File: config.mk
export PLATFORM = sky130hd
export DESIGN_NAME = fifo_rd_arbiter
export DESIGN_NICKNAME = d
export VERILOG_FILES = /design/src/rtl/fifo_arb_pkg.sv /design/src/rtl/fifo_rd_arbiter_rr_pick.sv /design/src/rtl/fifo_rd_arbiter.sv
export SDC_FILE = /design/constraint.sdc
export NUM_CORES = 1
export LEC_CHECK = 0
export CAP_MARGIN = 20
export CORE_UTILIZATION = 46
export CTS_BUF_LIST = sky130_fd_sc_hd__clkbuf_4 sky130_fd_sc_hd__clkbuf_8 sky130_fd_sc_hd__clkbuf_16
export DETAILED_ROUTE_END_ITERATION = 8
export MAX_ROUTING_LAYER = met4
export PLACE_DENSITY = 0.73
export SKIP_CTS_REPAIR_TIMING = 1
export SYNTH_ARGS = -nofsm -noshare
export SYNTH_HDL_FRONTEND = slang
export SYNTH_SLANG_ARGS = --single-unit
File: constraint.sdc
create_clock -name rclk -period 4.1 [get_ports rclk]
set_clock_uncertainty 0.05 [all_clocks]
set_input_delay 1.23 -clock rclk [delete_from_list [all_inputs] [get_ports rclk]]
set_output_delay 1.23 -clock rclk [all_outputs]
set_load 0.02 [all_outputs]
File: src/rtl/fifo_arb_pkg.sv
`default_nettype none
// ============================================================================
// Module   : fifo_arb_pkg
// Brief    : Shared types, default sizes and the burst-length clamp used by
//            the async-FIFO read-port arbiter.
// Revision : 1.0 - initial release
// ============================================================================
package fifo_arb_pkg;

  localparam int c_NUM_REQ_DEF   = 4;
  localparam int c_MAX_BURST_DEF = 8;

  typedef enum logic [0:0] {
    IDLE  = 1'b0,
    BURST = 1'b1
  } arb_state_t;

  // A zero request still moves one word; anything over the ceiling is cut to it.
  function automatic int unsigned clamp_burst(input int unsigned len,
                                              input int unsigned max_len);
    if (len == 0) begin
      return 1;
    end else if (len > max_len) begin
      return max_len;
    end else begin
      return len;
    end
  endfunction

endpackage
`default_nettype wire

File: src/rtl/fifo_rd_arbiter_rr_pick.sv
`default_nettype none
// ============================================================================
// Module   : rr_pick
// Brief    : Combinational round-robin selector. Returns the first active
//            request at or above rr_ptr, wrapping modulo NUM_REQ.
// Revision : 1.0 - initial release
// ============================================================================
module rr_pick
  import fifo_arb_pkg::*;
#(
  parameter int NUM_REQ = c_NUM_REQ_DEF,
  parameter int ID_W    = $clog2(NUM_REQ)
) (
  input  logic [NUM_REQ-1:0] req,
  input  logic [ID_W-1:0]    rr_ptr,
  output logic               valid,
  output logic [ID_W-1:0]    index,
  output logic [NUM_REQ-1:0] onehot
);

  // Walk NUM_REQ positions starting at rr_ptr; the first hit wins.
  always_comb begin
    logic [ID_W-1:0] w_pos;
    w_pos  = '0;
    valid  = 1'b0;
    index  = '0;
    onehot = '0;
    for (int i = 0; i < NUM_REQ; i++) begin
      w_pos = ID_W'((int'(rr_ptr) + i) % NUM_REQ);
      if (!valid && req[w_pos]) begin
        valid         = 1'b1;
        index         = w_pos;
        onehot[w_pos] = 1'b1;
      end
    end
  end

endmodule
`default_nettype wire

File: src/rtl/fifo_rd_arbiter.sv
`default_nettype none
// ============================================================================
// Module   : fifo_rd_arbiter
// Brief    : Read-domain arbiter sharing the async FIFO read port among
//            NUM_REQ consumers in round-robin bursts; every returned word is
//            tagged with the owning consumer ID.
// Revision : 1.0 - initial release
// ============================================================================
module fifo_rd_arbiter
  import fifo_arb_pkg::*;
#(
  parameter  int NUM_REQ    = c_NUM_REQ_DEF,
  parameter  int DATA_WIDTH = 8,
  parameter  int MAX_BURST  = c_MAX_BURST_DEF,
  localparam int ID_W       = $clog2(NUM_REQ),
  localparam int BL_W       = $clog2(MAX_BURST + 1)
) (
  input  logic                  rclk,
  input  logic                  rrst,
  input  logic [NUM_REQ-1:0]    req,
  input  logic [BL_W-1:0]       burst_len,
  input  logic                  rempty,
  input  logic [DATA_WIDTH-1:0] rdata,
  output logic                  rinc,
  output logic [NUM_REQ-1:0]    gnt,
  output logic                  busy,
  output logic [DATA_WIDTH-1:0] dout,
  output logic                  dout_valid,
  output logic [ID_W-1:0]       dout_id,
  output logic                  burst_done
);

  localparam logic [ID_W-1:0] c_LAST_ID = ID_W'(NUM_REQ - 1);

  arb_state_t         r_state;
  arb_state_t         w_state_nxt;
  logic [ID_W-1:0]    r_owner;
  logic [ID_W-1:0]    r_rr_ptr;
  logic [BL_W-1:0]    r_len;
  logic [BL_W-1:0]    r_count;
  logic [BL_W-1:0]    w_count_inc;
  logic [BL_W-1:0]    w_len_clamped;
  logic [NUM_REQ-1:0] r_gnt;
  logic               w_pick_valid;
  logic [ID_W-1:0]    w_pick_idx;
  logic [NUM_REQ-1:0] w_pick_onehot;
  logic               w_take;
  logic               w_rinc;
  logic               w_last;
  logic               w_exit;

  rr_pick #(
    .NUM_REQ (NUM_REQ),
    .ID_W    (ID_W)
  ) u_rr_pick (
    .req    (req),
    .rr_ptr (r_rr_ptr),
    .valid  (w_pick_valid),
    .index  (w_pick_idx),
    .onehot (w_pick_onehot)
  );

  assign w_len_clamped = BL_W'(clamp_burst(32'(burst_len), MAX_BURST));
  assign w_count_inc   = r_count + BL_W'(1);

  // Next-state and read-increment decode; the last word of a full burst and an
  // owner dropping its request both leave BURST on the same edge.
  always_comb begin
    w_state_nxt = r_state;
    w_take      = 1'b0;
    w_rinc      = 1'b0;
    w_last      = 1'b0;
    w_exit      = 1'b0;
    case (r_state)
      IDLE: begin
        if (w_pick_valid && !rempty) begin
          w_take      = 1'b1;
          w_state_nxt = BURST;
        end
      end
      BURST: begin
        w_rinc = !rempty && req[r_owner] && (r_count < r_len);
        w_last = w_rinc && (w_count_inc == r_len);
        if (w_last || !req[r_owner] || (r_count >= r_len)) begin
          w_exit      = 1'b1;
          w_state_nxt = IDLE;
        end
      end
      default: w_state_nxt = IDLE;
    endcase
  end

  // State register.
  always_ff @(posedge rclk) begin
    if (rrst) begin
      r_state <= IDLE;
    end else begin
      r_state <= w_state_nxt;
    end
  end

  // Burst bookkeeping: owner/length latch at grant, count, round-robin pointer.
  always_ff @(posedge rclk) begin
    if (rrst) begin
      r_owner  <= '0;
      r_len    <= '0;
      r_count  <= '0;
      r_rr_ptr <= '0;
      r_gnt    <= '0;
    end else if (w_take) begin
      r_owner <= w_pick_idx;
      r_len   <= w_len_clamped;
      r_count <= '0;
      r_gnt   <= w_pick_onehot;
    end else begin
      if (w_rinc) begin
        r_count <= w_count_inc;
      end
      if (w_exit) begin
        r_gnt    <= '0;
        r_rr_ptr <= (r_owner == c_LAST_ID) ? '0 : r_owner + ID_W'(1);
      end
    end
  end

  // Output word register: captures the memory word on each read increment.
  always_ff @(posedge rclk) begin
    if (rrst) begin
      dout       <= '0;
      dout_id    <= '0;
      dout_valid <= 1'b0;
      burst_done <= 1'b0;
    end else begin
      dout_valid <= w_rinc;
      burst_done <= w_last;
      if (w_rinc) begin
        dout    <= rdata;
        dout_id <= r_owner;
      end
    end
  end

  assign rinc = w_rinc;
  assign gnt  = r_gnt;
  assign busy = (r_state == BURST);

endmodule
`default_nettype wire

==> flow_summary.json <==
{
  "worstPathArrival_ns": 2.76,
  "antenna_found_initial": 0,
  "synth_edf_count": 0,
  "area_growth_syn_to_layout_pct": 25.8,
  "cts_tree": "built",
  "dr.pass1.iters": 4,
  "start_util_pct": 48.2,
  "viasPerCell": 5.63,
  "critical-path-top-delay-family": "buffers and inverters",
  "postSynthCellCount": 230,
  "worstHoldStart": "dout_id[0]",
  "rsz0062_at_grt": "false",
  "die_w_um": 67.0,
  "cp-start-kind": "input pin",
  "htreeDepth": 2,
  "yosys-top-cells-area": "dfxtp_1 (30%), ha_1 (9.0%), a21oi_1 (5.9%)",
  "wl_um": 4460,
  "worstHoldPathCells": 2,
  "dp_cells": 312,
  "core_area_mm2": 0.00403,
  "yosys_warnings": 0,
  "synth_flop_cell": "dfxtp_1",
  "drive_gt1_share_pct": 11.1,
  "vias": 1800,
  "slew_viol_final": 0,
  "finalHoldViolCount": 0,
  "numClockSinks": 29,
  "root_buffer": "clkbuf_8",
  "regToRegSetupSlack_ns": 1.12,
  "grt_max_degree": 18,
  "setup_viol": 0,
  "first_global_vias": 1598,
  "holdCritPathClass": "reg -> reg",
  "cap_violations": 0,
  "slowest_stage": "mux4_2",
  "vdd_drop_max_mv": 0.221,
  "p_leak_nw": 0.900,
  "syn_area_mm2": 0.00194,
  "critical_path.max_fanout": 2,
  "reg2reg_depth": 7,
  "fin_crit_sh_pct": 98.6,
  "cp_num_buf_inv": 3,
  "die_y_um": 67.0,
  "fin_nets": 302,
  "synthesis.nets": 263,
  "critPathRequiredTime_ns": 2.82,
  "io_pins": 37,
  "layout.cells.non_filler": 320,
  "insertion_delay_ns": 0.28,
  "finalPower_mw": 0.725,
  "clock_path_buffers": 2,
  "synth_cell_types": 45,
  "max_freq_mhz": 247,
  "r2r_start": "r_rr_ptr[0]",
  "n_antenna_cell": 0,
  "grt_util_all_layers_pct": 22.7,
  "grt_overflow": 0,
  "port_buffers": 36,
  "synth_top_area_cell": "dfxtp_1",
  "status": "finished, final reports clean",
  "synth.avg_cell_area_um2": 8.45,
  "cts_made_buffers": 5,
  "grt_pass1_wl_um": 7500,
  "ys_ff_latch": 29,
  "fin_util_pct": 60.7,
  "dp_hpwl_um": 3150,
  "worstPathCellList": "clkdlybuf4s50_1 > mux4_2 > nor2b_4 > and2b_1 > nand2_1 > inv_1 > dlymetal6s2s_1",
  "worstMarginPinSlew_ns": 0.741,
  "power.density_mw_per_mm2": 296,
  "whs_ns": 0.426,
  "slew_headroom_pct": 50.2,
  "reg2reg_to": "gnt[3]",
  "die_area_mm2": 0.00449,
  "worstSetupPathType": "in -> out",
  "crit_path_end_kind": "output pin",
  "clkTransAtPathRegs_ns": 0.06,
  "synth_top_area_share_pct": 29.9,
  "postSynth.asyncResetShare_pct": 0,
  "fin_crit_ns": 4.04,
  "final_common_cell": "clkdlybuf4s50_1",
  "min_to": "dout_id[0]",
  "cpPeakStageDelay_ns": 0.48,
  "fp-row-count": 23,
  "ant_nets": 0,
  "gp_congestion": 0.882,
  "route.detailed.drc": 0,
  "wl_per_cell_um": 13.9,
  "drt_iter0_drc": 86,
  "layout_common_cells": "clkdlybuf4s50_1 (35), dfxtp_1 (29), o21ai_0 (23), a21oi_1 (23)",
  "ys_seq_area_share_pct": 29.9
}
[state kept, by name, summed over array words and instances (netlist names)]
register,flops
dout_id,2
burst_done,1
r_len,4
r_count,4
r_owner,2
dout,8
busy,1
dout_valid,1
gnt,4
r_rr_ptr,2
[cells in the mapped netlist, types with 5 or more instances]
library cell and count:
nor2_1 12, nand3_1 14, xor2_1 5, dfxtp_1 29, ha_1 14, buf_2 5
a21oi_1 23, nand3b_1 5, nor3_1 6, nand2_1 14, inv_1 10, clkbuf_1 5
o21ai_0 23, o211ai_1 5
[tightest hold or removal path, cell delays in order, from the launching register on]
cell and delay, ns:
dfxtp_1 0.30, o21ai_0 0.06, a21oi_1 0.06
[kinds of logic (layout without fill, tap and decap cells)]
kind of cell | count (synthesis) | in the layout | share of synthesized area, %
AO/OA/AOI/OAI | 74 | 74 | 24.4
AND/OR/NAND/NOR | 74 | 74 | 21.3
flip-flops | 29 | 29 | 29.9
buffers and inverters | 25 | 65 | 6.70
adder cells (fa/ha/maj) | 14 | 14 | 9.01
XOR/XNOR | 7 | 7 | 3.16
multiplexers | 7 | 7 | 5.54
[worst max path at each step]
stage            from    to  slack [ns]  depth (start not counted)
2_1_floorplan  req[2]  rinc        0.52                          6
3_3_place_gp   req[3]  rinc       -0.26                          7
3_5_place_dp   req[3]  rinc       -0.26                          7
4_1_cts        req[3]  rinc       -0.27                          7
5_1_grt        req[3]  rinc       0.001                          7
6_report       req[3]  rinc        0.06                          7
[layer usage]
metal | routed length [um] | GRT usage, %
met3 | 171 | 3.60
met4 | 61 | 8.24
met1 | 2230 | 32.9
met5 | 0 | -
met2 | 2000 | 31.3
[stage by stage]
stage | area (um2) | setup WS [ns] | setup TNS (ns)
after CTS | 2440 | -0.270 | -0.270
after detailed placement | 2360 | -0.265 | -0.265
after global placement | 2360 | -0.264 | -0.264
after global routing | 2440 | 0.00139 | 0
final | 2440 | 0.0568 | 0
after floorplan | 1940 | 0.519 | 0
[layout make-up]
class,instances,area [um2]
clock buffer,6,76.3
multi-input combinational,176,1230
clock inverter,2,10.0
fill,370,1580
sequential,29,581
tap,50,62.6
timing repair buffer,47,445
inverter,10,37.5
[where the power goes]
part	leakage, nW	internal [mW]	switching [mW]
Clock	0.0484	0.124	0.106
Combinational	0.617	0.0850	0.0987
Sequential	0.235	0.293	0.0179
Power figures use the tool's default switching activity.
